### config.mk
export PLATFORM = sky130hd
export DESIGN_NAME = fp4_dot_accum
export DESIGN_NICKNAME = d
export VERILOG_FILES = /design/src/rtl/fp4_dot_accum.sv
export SDC_FILE = /design/constraint.sdc
export NUM_CORES = 1
export LEC_CHECK = 0
export CORE_UTILIZATION = 43
export CTS_BUF_LIST = sky130_fd_sc_hd__clkbuf_8
export DETAILED_ROUTE_END_ITERATION = 7
export GPL_ROUTABILITY_DRIVEN = 0
export SLEW_MARGIN = 20
export SYNTH_ARGS = -nofsm -noshare
export SYNTH_HDL_FRONTEND = slang
export SYNTH_SLANG_ARGS = --single-unit
export TNS_END_PERCENT = 5
### constraint.sdc
create_clock -name i_clk -period 2.8 [get_ports i_clk]
set_clock_uncertainty 0.1 [all_clocks]
set_input_delay 0.56 -clock i_clk [delete_from_list [all_inputs] [get_ports i_clk]]
set_output_delay 0.56 -clock i_clk [all_outputs]
set_load 0.05 [all_outputs]
### src/rtl/fp4_dot_accum.sv
`default_nettype none
// +----------------------------------------------------------------------------+
// | Module   : fp4_dot_accum                                                   |
// | Purpose  : Multi-lane FP4 (E2M1) dot-product accumulator. Each accepted    |
// |            beat multiplies LANES operand pairs exactly, sums them and adds |
// |            the sum into a saturating signed fixed-point accumulator (LSB = |
// |            0.25). A block closes on i_last or after MAX_BEATS beats; its   |
// |            result leaves over a valid/ready handshake.                     |
// | Ports    : i_clk, i_rst_n (async, active-low)                              |
// |            i_valid/o_ready, i_a, i_b, i_last : input beat stream           |
// |            o_valid/i_ready, o_acc, o_sat, o_beats : block result           |
// | Revision : 1.0 - initial release                                           |
// +----------------------------------------------------------------------------+
module fp4_dot_accum #(
   parameter int LANES     = 4,   // power of two, 1..16
   parameter int ACC_W     = 16,  // must be >= 9 + log2(LANES)
   parameter int MAX_BEATS = 256  // >= 1
) (
   input  logic                           i_clk,
   input  logic                           i_rst_n,
   input  logic                           i_valid,
   output logic                           o_ready,
   input  logic [4*LANES-1:0]             i_a,
   input  logic [4*LANES-1:0]             i_b,
   input  logic                           i_last,
   output logic                           o_valid,
   input  logic                           i_ready,
   output logic [ACC_W-1:0]               o_acc,
   output logic                           o_sat,
   output logic [$clog2(MAX_BEATS+1)-1:0] o_beats
);

   localparam int PROD_W = 9;
   localparam int SUM_W  = PROD_W + $clog2(LANES);
   localparam int BEAT_W = $clog2(MAX_BEATS + 1);

   localparam logic [BEAT_W-1:0]       C_BEAT_ONE  = BEAT_W'(1);
   localparam logic [BEAT_W-1:0]       C_BEAT_LAST = BEAT_W'(MAX_BEATS - 1);
   localparam logic signed [ACC_W-1:0] C_ACC_MAX   = {1'b0, {(ACC_W-1){1'b1}}};
   localparam logic signed [ACC_W-1:0] C_ACC_MIN   = {1'b1, {(ACC_W-1){1'b0}}};

   // Magnitude of an FP4 code (sign stripped) expressed in halves.
   function automatic logic [3:0] fp4_mag(input logic [2:0] code);
      case (code[2:1])
         2'd0:    fp4_mag = {3'b000, code[0]};               // 0, 1
         2'd1:    fp4_mag = {2'b00, 1'b1, code[0]};          // 2, 3
         2'd2:    fp4_mag = {1'b0, 1'b1, code[0], 1'b0};     // 4, 6
         default: fp4_mag = {1'b1, code[0], 2'b00};          // 8, 12
      endcase
   endfunction

   // ---------------------------------------------------------------------
   // Input handshake and block framing
   // ---------------------------------------------------------------------
   logic              r_alive;   // low in reset, high from the first edge after
   logic              r_busy;    // a closed block is in flight
   logic [BEAT_W-1:0] r_in_cnt;  // beats accepted so far in the open block
   logic              w_accept;
   logic              w_close;
   logic              w_out_hs;

   assign o_ready  = r_alive & ~r_busy;
   assign w_accept = i_valid & o_ready;
   // Hitting the beat limit closes the block regardless of i_last.
   assign w_close  = i_last | (r_in_cnt == C_BEAT_LAST);
   assign w_out_hs = o_valid & i_ready;

   always_ff @(posedge i_clk or negedge i_rst_n) begin
      if (!i_rst_n) begin
         r_alive  <= 1'b0;
         r_busy   <= 1'b0;
         r_in_cnt <= '0;
      end else begin
         r_alive <= 1'b1;
         if (w_accept && w_close) begin
            r_busy <= 1'b1;
         end else if (w_out_hs) begin
            r_busy <= 1'b0;
         end
         if (w_accept) begin
            r_in_cnt <= w_close ? '0 : r_in_cnt + C_BEAT_ONE;
         end
      end
   end

   // ---------------------------------------------------------------------
   // Lane multipliers: exact signed products in quarters (|p| <= 144)
   // ---------------------------------------------------------------------
   logic [PROD_W*LANES-1:0] w_prod;

   for (genvar k = 0; k < LANES; k++) begin : g_lane
      logic [3:0] w_mag_a;
      logic [3:0] w_mag_b;
      logic [7:0] w_mag_p;
      logic       w_neg;

      assign w_mag_a = fp4_mag(i_a[4*k +: 3]);
      assign w_mag_b = fp4_mag(i_b[4*k +: 3]);
      assign w_mag_p = {4'b0000, w_mag_a} * {4'b0000, w_mag_b};
      assign w_neg   = i_a[4*k+3] ^ i_b[4*k+3];
      // A negative zero magnitude negates to zero, so -0 needs no special case.
      assign w_prod[PROD_W*k +: PROD_W] = w_neg ? -{1'b0, w_mag_p} : {1'b0, w_mag_p};
   end

   // S1: lane products
   logic                    r_s1_valid;
   logic                    r_s1_close;
   logic [PROD_W*LANES-1:0] r_s1_prod;

   always_ff @(posedge i_clk or negedge i_rst_n) begin
      if (!i_rst_n) begin
         r_s1_valid <= 1'b0;
         r_s1_close <= 1'b0;
         r_s1_prod  <= '0;
      end else begin
         r_s1_valid <= w_accept;
         r_s1_close <= w_accept & w_close;
         r_s1_prod  <= w_prod;
      end
   end

   // ---------------------------------------------------------------------
   // Beat sum: the reduction is wide enough that it can never overflow
   // ---------------------------------------------------------------------
   logic signed [SUM_W-1:0] w_sum;

   always_comb begin
      w_sum = '0;
      for (int k = 0; k < LANES; k++) begin
         w_sum = w_sum + SUM_W'($signed(r_s1_prod[PROD_W*k +: PROD_W]));
      end
   end

   // S2: beat sum
   logic                    r_s2_valid;
   logic                    r_s2_close;
   logic signed [SUM_W-1:0] r_s2_sum;

   always_ff @(posedge i_clk or negedge i_rst_n) begin
      if (!i_rst_n) begin
         r_s2_valid <= 1'b0;
         r_s2_close <= 1'b0;
         r_s2_sum   <= '0;
      end else begin
         r_s2_valid <= r_s1_valid;
         r_s2_close <= r_s1_close;
         r_s2_sum   <= w_sum;
      end
   end

   // ---------------------------------------------------------------------
   // Saturating accumulate. One guard bit suffices because the beat sum is
   // never wider than the accumulator; overflow shows as the top two bits
   // of the widened sum disagreeing.
   // ---------------------------------------------------------------------
   logic signed [ACC_W-1:0] r_acc;
   logic                    r_sat;
   logic [BEAT_W-1:0]       r_beats;
   logic signed [ACC_W:0]   w_acc_wide;
   logic                    w_ovf;
   logic signed [ACC_W-1:0] w_acc_next;

   assign w_acc_wide = (ACC_W+1)'(r_acc) + (ACC_W+1)'(r_s2_sum);
   assign w_ovf      = w_acc_wide[ACC_W] ^ w_acc_wide[ACC_W-1];
   assign w_acc_next = w_ovf ? (w_acc_wide[ACC_W] ? C_ACC_MIN : C_ACC_MAX)
                             : w_acc_wide[ACC_W-1:0];

   // S3: accumulator and output register
   always_ff @(posedge i_clk or negedge i_rst_n) begin
      if (!i_rst_n) begin
         r_acc   <= '0;
         r_sat   <= 1'b0;
         r_beats <= '0;
         o_valid <= 1'b0;
         o_acc   <= '0;
         o_sat   <= 1'b0;
         o_beats <= '0;
      end else begin
         if (w_out_hs) begin
            o_valid <= 1'b0;
         end
         if (r_s2_valid) begin
            if (r_s2_close) begin
               // Input is stalled until the handshake, so o_valid is free here.
               o_valid <= 1'b1;
               o_acc   <= w_acc_next;
               o_sat   <= r_sat | w_ovf;
               o_beats <= r_beats + C_BEAT_ONE;
               r_acc   <= '0;
               r_sat   <= 1'b0;
               r_beats <= '0;
            end else begin
               r_acc   <= w_acc_next;
               r_sat   <= r_sat | w_ovf;
               r_beats <= r_beats + C_BEAT_ONE;
            end
         end
      end
   end

endmodule
`default_nettype wire

# Yosys cells after proc, flatten, opt, wreduce, memory -nomap -nowiden
# Cells that the tools add are included.
# word_totals
output_inout_bits	28
word_cells	93
regBits	115
# classes
n_reduce_logical	11
n_bitwise	12
mux	23
n_addsub	10
n_eq_ne	17
n_mul	4
# ops
cell	count
case mux 4 bit (3 select lines)	8
2-to-1 mux 9 bit	6
2-to-1 mux 16 bit	3
negator 8 -> 9 bit	4
multiplier 4 x 4 -> 8 bit	4
adder 9 x 1 -> 9 bit, second input constant	2
adder 16 x 11 -> 17 bit	1
== test 2 x 1 -> 1 bit, second input constant	8
== test 2 bit, second input constant	8
logical NOT 2 bit	8
adder 10 x 9 -> 11 bit	1
adder 11 x 9 -> 11 bit	1
adder 9 x 9 -> 10 bit	1
== test 9 x 8 -> 1 bit, second input constant	1
2-to-1 mux 1 bit	6
bitwise XOR 1 bit	5
bitwise AND 1 bit	4
bitwise OR 1 bit	2
AND reduction 2 bit	1
nonzero test 2 bit	1
logical AND 1 bit	1
inverter 1 bit	1

# Depth between registers and ports, before layout
# depth
word_depth	5
mapped_depth	14
mapped_depth_nobuf	14

# Least setup slack after synthesis
# OpenSTA, ideal clock, no wires.
# synth_path
path_kind	input port to flip-flop
start	input i_a[5]
end	register r_s1_prod[16]
arrival_time_ns	3.726
path_buffers	0
path_slack_ns	-1.106
required_time_ns	2.620
cell_stages	13
cell_sequence	inv_1 -> mux2_2 -> or2_2 -> fa_1 -> inv_1 -> fa_1 -> inv_1 -> fa_1 -> xnor2_1 -> nor3b_1 -> nand3_1 -> o31ai_1 -> xnor2_1
# synth_via
elab_chain_len	5
word_cells_on_any_way	7
# synth_lines
element	line_no	rtl
start: declaration	23	input logic [4*LANES-1:0] i_a,
== test 2 bit, or another cell as far along	44	case (code[2:1])
case mux 4 bit (3 select lines) (*)	44	
multiplier 4 x 4 -> 8 bit (*)	99	assign w_mag_p = {4'b0000, w_mag_a} * {4'b0000, w_mag_b};
negator 8 -> 9 bit	102	assign w_prod[PROD_W*k +: PROD_W] = w_neg ? -{1'b0, w_mag_p} : {1'b0, w_mag_p};
2-to-1 mux 9 bit (*)	102	
named net w_prod[16]	89	logic [PROD_W*LANES-1:0] w_prod;
end signal: assignment	118	r_s1_prod <= w_prod;
end: declaration	108	logic [PROD_W*LANES-1:0] r_s1_prod;
# The timed path passes the listed nets; every way through them passes the cells marked *.
# A chain may end at the register's enable or synchronous reset.

# Worst setup path in the final report
# layout_path
start	input i_a[13]
end	register r_s1_prod[35]
# layout_via
elab_chain_len	5
word_cells_on_any_way	7
# layout_lines
element	line_no
== test 2 bit, or another cell as far along	44
case mux 4 bit (3 select lines) (*)	44
multiplier 4 x 4 -> 8 bit (*)	99
negator 8 -> 9 bit (*)	102
2-to-1 mux 9 bit (*)	102
named net w_prod[35]	89
# Marked as above.

==> run summary <==
H-tree levels - 4
Wire length per cell - 12.1 um
Placed Area - 9870 um2
Hold Slack - 242 ps
Clk_lat worst skew - 440 ps
Worst-path clk slew - 70 ps
Synth Cell Area - 8130 um2
Syn-to-layout area delta - 28.9%
CORE AREA - 18300 um2
Vias per cell - 4.89
DRC - 0
Final Setup Violations - 28
Flop pwr share - 22.4%
Post-place setup slack - -1530 ps
Final instance area - 10500 um2
Worst Path Required - 3020 ps
# diodes - 0
Commonest cells after routing, fill and taps aside - dfrtp_1 (115), buf_4 (106), ha_1 (80)
Warning count from the yosys run - 0
Clk buf depth - 2
WS Path Type - in2reg
Commonest non-fill, non-tap cell in the layout - dfrtp_1
Status - complete, but fails checks
Overflow after GRT - 0
Pwr dens - 1050 nW/um2
Switch share - 39.9%
Max Slew Vio Count - 0
Port bufs - 64
Compound-Gate Fraction of Synth Area - 13.9%
Top_reg_cell synth - dfrtp_1
Period utilization - 124%
Fmax - 288 MHz
Max VDD drop - 610 uV
Synth Area in Adders - 23.3%
Seq/Total Area, Yosys - 35.4%
DRT iter0 DRCs - 195
Multiplexer share of the synthesized area - 1.51%
Share of cells above drive strength 1 - 25.5%
FP Rows - 49
Chip Height - 140 um
GRT Total Usage - 17.2%
Hpwl dp - 12.1 mm
Routed Antenna Nets - 0
Synth Area in XOR/XNOR - 8.19%
Worst hold path type - reg2reg
Mean Syn Cell Area - 9.74 um2
Vias in the first global route - 5966
Unrepaired setup endpoints after global routing - yes
Violated checks - negative setup slack
CTS tree - built
CTS Sinks - 115
Yosys cell types - 56
Gate power share - 61.6%
Max-Cap Viols - 0
Largest family of logic cells by synthesized area - adder cells
Internal - 6.58 mW
Ys async rst share - 100%
Tmin final - 3470 ps
Data arrival, critical path - 3690 ps
First-pass GRT wire length - 27.1 mm
Largest net degree at the start of global routing - 60
NetSw - 4.38 mW
Final Net Count - 1157
Worst Tran Pin Value - 792 ps
Final Hold Viols - 0
Clock Power Share - 16.1%
Crit start category - input port
Initial Util - 44.5%
Die W - 140 um
Root Driver - clkbuf_8
Total Wirelength - 15.1 mm
Cts bufs inserted - 17
Syn Inst Count - 835
Total Power - 11.0 mW
Yosys reg bits - 115
Leakage Power - 5.19 nW
CP endpoint kind - register
Critical Path Fanout Max - 2
Mapped Nets - 989
Slew margin rel. - 47.0%
Synth Area in Simple Gates - 13.0%
Num ports - 65
Area of the die - 19500 um2
Final setup margin - -667 ps
Via count - 6092
Post-synth EDFFs - 0
First-pass DRT Iterations - 4
Initial antenna violation count - 0
## layer usage
| layer | track usage, % | routed length (um) | vias to the layer above | share of wire, % |
|---|---|---|---|---|
| met5 | 0 | 0 | - | 0 |
| met4 | 5.26 | 193 | 0 | 1.3 |
| met3 | 3.51 | 403 | 15 | 2.7 |
| met2 | 28.3 | 7150 | 80 | 47 |
| met1 | 22.8 | 7330 | 2827 | 49 |
| li1 | - | - | 3170 | - |
## cell type report
| class | count | area (um2) |
|---|---|---|
| Fill cell | 1631 | 7790 |
| Multi-Input combinational cell | 626 | 5160 |
| Sequential cell | 115 | 2880 |
| Timing Repair Buffer | 167 | 1390 |
| Inverter | 76 | 298 |
| Tap cell | 229 | 287 |
| Clock buffer | 20 | 275 |
| Clock inverter | 12 | 185 |
## worst paths after layout
path                                    startpoint                 endpoint  slack, ps  depth (start not counted)
min reg2reg                   r_s1_valid$_DFF_PN0_     r_s2_valid$_DFF_PN0_        240                          0
max in group asynchronous                  i_rst_n  r_s1_prod[22]$_DFF_PN0_       1440                          3
max reg2reg                r_s1_prod[19]$_DFF_PN0_    r_s2_sum[9]$_DFF_PN0_       -140                         12
min in group asynchronous                  i_rst_n     r_acc[1]$_DFFE_PN0P_        490                          2
min                           r_s1_valid$_DFF_PN0_     r_s2_valid$_DFF_PN0_        240                          0
max                                        i_a[13]  r_s1_prod[35]$_DFF_PN0_       -670                         12
## critical path, cell delays in order
cell and delay (ps):
buf_8 100, inv_4 40, mux2_4 290, or2_4 230
fa_1 520, inv_2 40, fa_1 550, inv_2 50
fa_2 570, nand3b_1 110, or3_4 380, o31a_1 240
## logic make-up (layout without fill, tap and decap cells)
group,Yosys count,in the layout
AND/OR/NAND/NOR,231,231
AO/OA/AOI/OAI,178,178
adder cells (fa/ha/maj),132,132
flip-flops,115,115
buffers and inverters,94,275
XOR/XNOR,73,73
multiplexers,11,11
other,1,1
## metrics by stage
step / util (%) / TNS [ps] / instances
2_1_floorplan: - / -15590 / 835
3_3_place_gp: 54.0 / -31620 / 1209
3_5_place_dp: 54.0 / -32390 / 1209
4_1_cts: 56.7 / -10660 / 1244
5_1_grt: 57.4 / -12810 / 1245
6_report: 57.4 / -9910 / 1245
## Yosys cell counts, types with 5 or more instances
master	instances	area, um2
o31ai_1	10	75.1
and3_1	12	75.1
nand3b_1	8	60.1
o21ai_1	16	80.1
or2_2	13	81.3
xnor2_1	54	473
clkbuf_1	14	52.6
o21bai_1	7	52.6
a21oi_1	32	160
o22ai_1	14	87.6
fa_1	36	721
nor3_1	5	25.0
maj3_2	11	124
mux2_2	10	113
or3_1	5	31.3
xor2_1	17	149
inv_1	76	285
nand2_1	80	300
ha_1	81	1010
dfrtp_1	115	2880
nor2_1	73	274
a21o_1	16	120
o21ai_0	52	260
nand2b_1	14	87.6
a22o_1	6	52.6
nand3_1	11	55.1
## power groups by stage
stage / Combinational [mW] / Clock, mW / Sequential [mW]
2_1_floorplan: 4.48 / 0 / 2.73
3_3_place_gp: 6.58 / 0 / 2.48
3_5_place_dp: 6.64 / 0 / 2.49
4_1_cts: 6.75 / 1.81 / 2.46
5_1_grt: 7.55 / 1.91 / 2.51
6_report: 6.75 / 1.76 / 2.45
## state kept, by name, indices dropped and copies added, names as in the netlist, 9 cells and up
name       count
r_s1_prod     36
o_acc         16
r_acc         16
r_s2_sum      11
o_beats        9
r_beats        9
r_in_cnt       9
## timing repair
item,4_1_cts,5_1_grt
setup buffers,2,1
setup endpoints to repair,28,63
resized for setup,125,29
gates cloned,0,0
hold buffers,1,0
hold endpoints to repair,28,0
pin swaps,63,42
No activity file was read; power rests on OpenSTA's default activity.
==> patch (same settings) <==
`ACC_W`: 16 -> 20.
--- a/src/rtl/fp4_dot_accum.sv
+++ b/src/rtl/fp4_dot_accum.sv
@@ -15,3 +15,3 @@
    parameter int LANES     = 4,   // power of two, 1..16
-   parameter int ACC_W     = 16,  // must be >= 9 + log2(LANES)
+   parameter int ACC_W     = 20,  // must be >= 9 + log2(LANES)
    parameter int MAX_BEATS = 256  // >= 1
Ports: changed (resized o_acc); port bits go from 65 to 69. No check against the original RTL was run, so the function may have changed too.
==> patch against the original RTL <==
The run still ends with setup timing left; count of clock-buffer cells in the layout decreased by 2; sequential power increased by 8.6%; final cell count increased by 9.3%; sequential cell count increased by 8; worst setup slack improved by 47 ps; wire length increased by 15%; design area increased by 6.0%; combinational power increased by 17%; synthesized area increased by 7.6%; power increased by 11%; critical path type unchanged.
==> patch: results (changes against the original RTL) <==
clkbuf count=18 (-10%); Clock net power=1.52 mW (-14%); Vias/cell=4.93 (+0.82%); status=finished with violations; vias in the first global route=6601 (+11%); area of placed instances=10500 µm² (+6.8%); crit path DAT=3650 ps (-40 ps); slowest cell on the critical path=fa_1; ClkCell Share=3.47% (-0.92 points); largest net degree at the start of global routing=83 (+38%); largest registers=r_s1_prod (36), o_acc (20), r_acc (20); Final Hold Slack=252 ps (+9.52 ps); # setup viols final=27 (-3.6%); PnR worst setup slack=-620 ps (+47.2 ps); Buffers on Ports=68 (+6.3%); failing checks=setup timing; row count=51 (+4.1%); Hold Path Sink=r_s2_close; area grow syn2layout=27.0%; library cells used by synthesis=58 (+3.6%); sequential share of power=22.0% (-0.4 points); most frequent cells after synthesis=dfrtp_1, nand2_1, ha_1, nor2_1, inv_1; Starting DRT DRC Count=178 (-8.7%); fillers=1782 (+9.3%); Setup TNS=-9470 ps (+446 ps); Slew headroom=50.1% (+3.1 points); Seq/total area=27.7% (+0.27 points); Hold Crit Start=r_s1_close; sequential area share after synthesis=35.2% (-0.20 points); multi-input combinational area share=50.5% (+1.2 points); nets@finish=1241 (+7.3%); Crit path largest cell delay=510 ps (-60 ps); Reg2Reg Depth=13 (+1); final wirelength=17400 µm (+15%); VDD IR max=554 µV (-9.2%); leakage power=5.38 nW (+3.7%); routed vias=6714 (+10%); R2R Setup Slk=-250 ps (-110 ps); all-layer global routing usage=18.3% (+1.1 points); FF-to-FF Start=r_s1_prod[1]; Sw Share=44.3% (+4.4 points); share of layout cells above drive strength 1=24.6% (-0.86 points)
-- patch: kinds of logic (layout without fill, tap and decap cells) --
family | Yosys count | count (layout) | share of synthesized area, %
buf+inv | 92 | 272 | 4.48
mux | 10 | 10 | 1.27
simple gates | 270 | 270 | 14.1
xor+xnor | 74 | 74 | 7.50
compound gates | 210 | 210 | 15.2
fa+ha+maj | 136 | 136 | 22.3
flops | 123 | 123 | 35.2
other cells | 1 | 1 | 0.0429
-- patch: what timing repair did --
| action | 4_1_cts | 5_1_grt |
|---|---|---|
| pin swaps | 58 | 19 |
| gates cloned | 0 | 0 |
| endpoints found under the setup margin | 31 | 59 |
| setup buffers | 2 | 0 |
| hold buffers | 1 | 0 |
| hold endpoints to repair | 41 | 0 |
| gates resized for setup | 129 | 30 |
-- patch: per-layer routing --
metal  part of all wire, %  GRT usage (%)  vias up
met5                     0              0        -
met2                    50           32.5       70
met1                    46           22.6     3149
met3                   1.7           2.81       22
li1                      -              -     3473
met4                   1.5           5.71        0
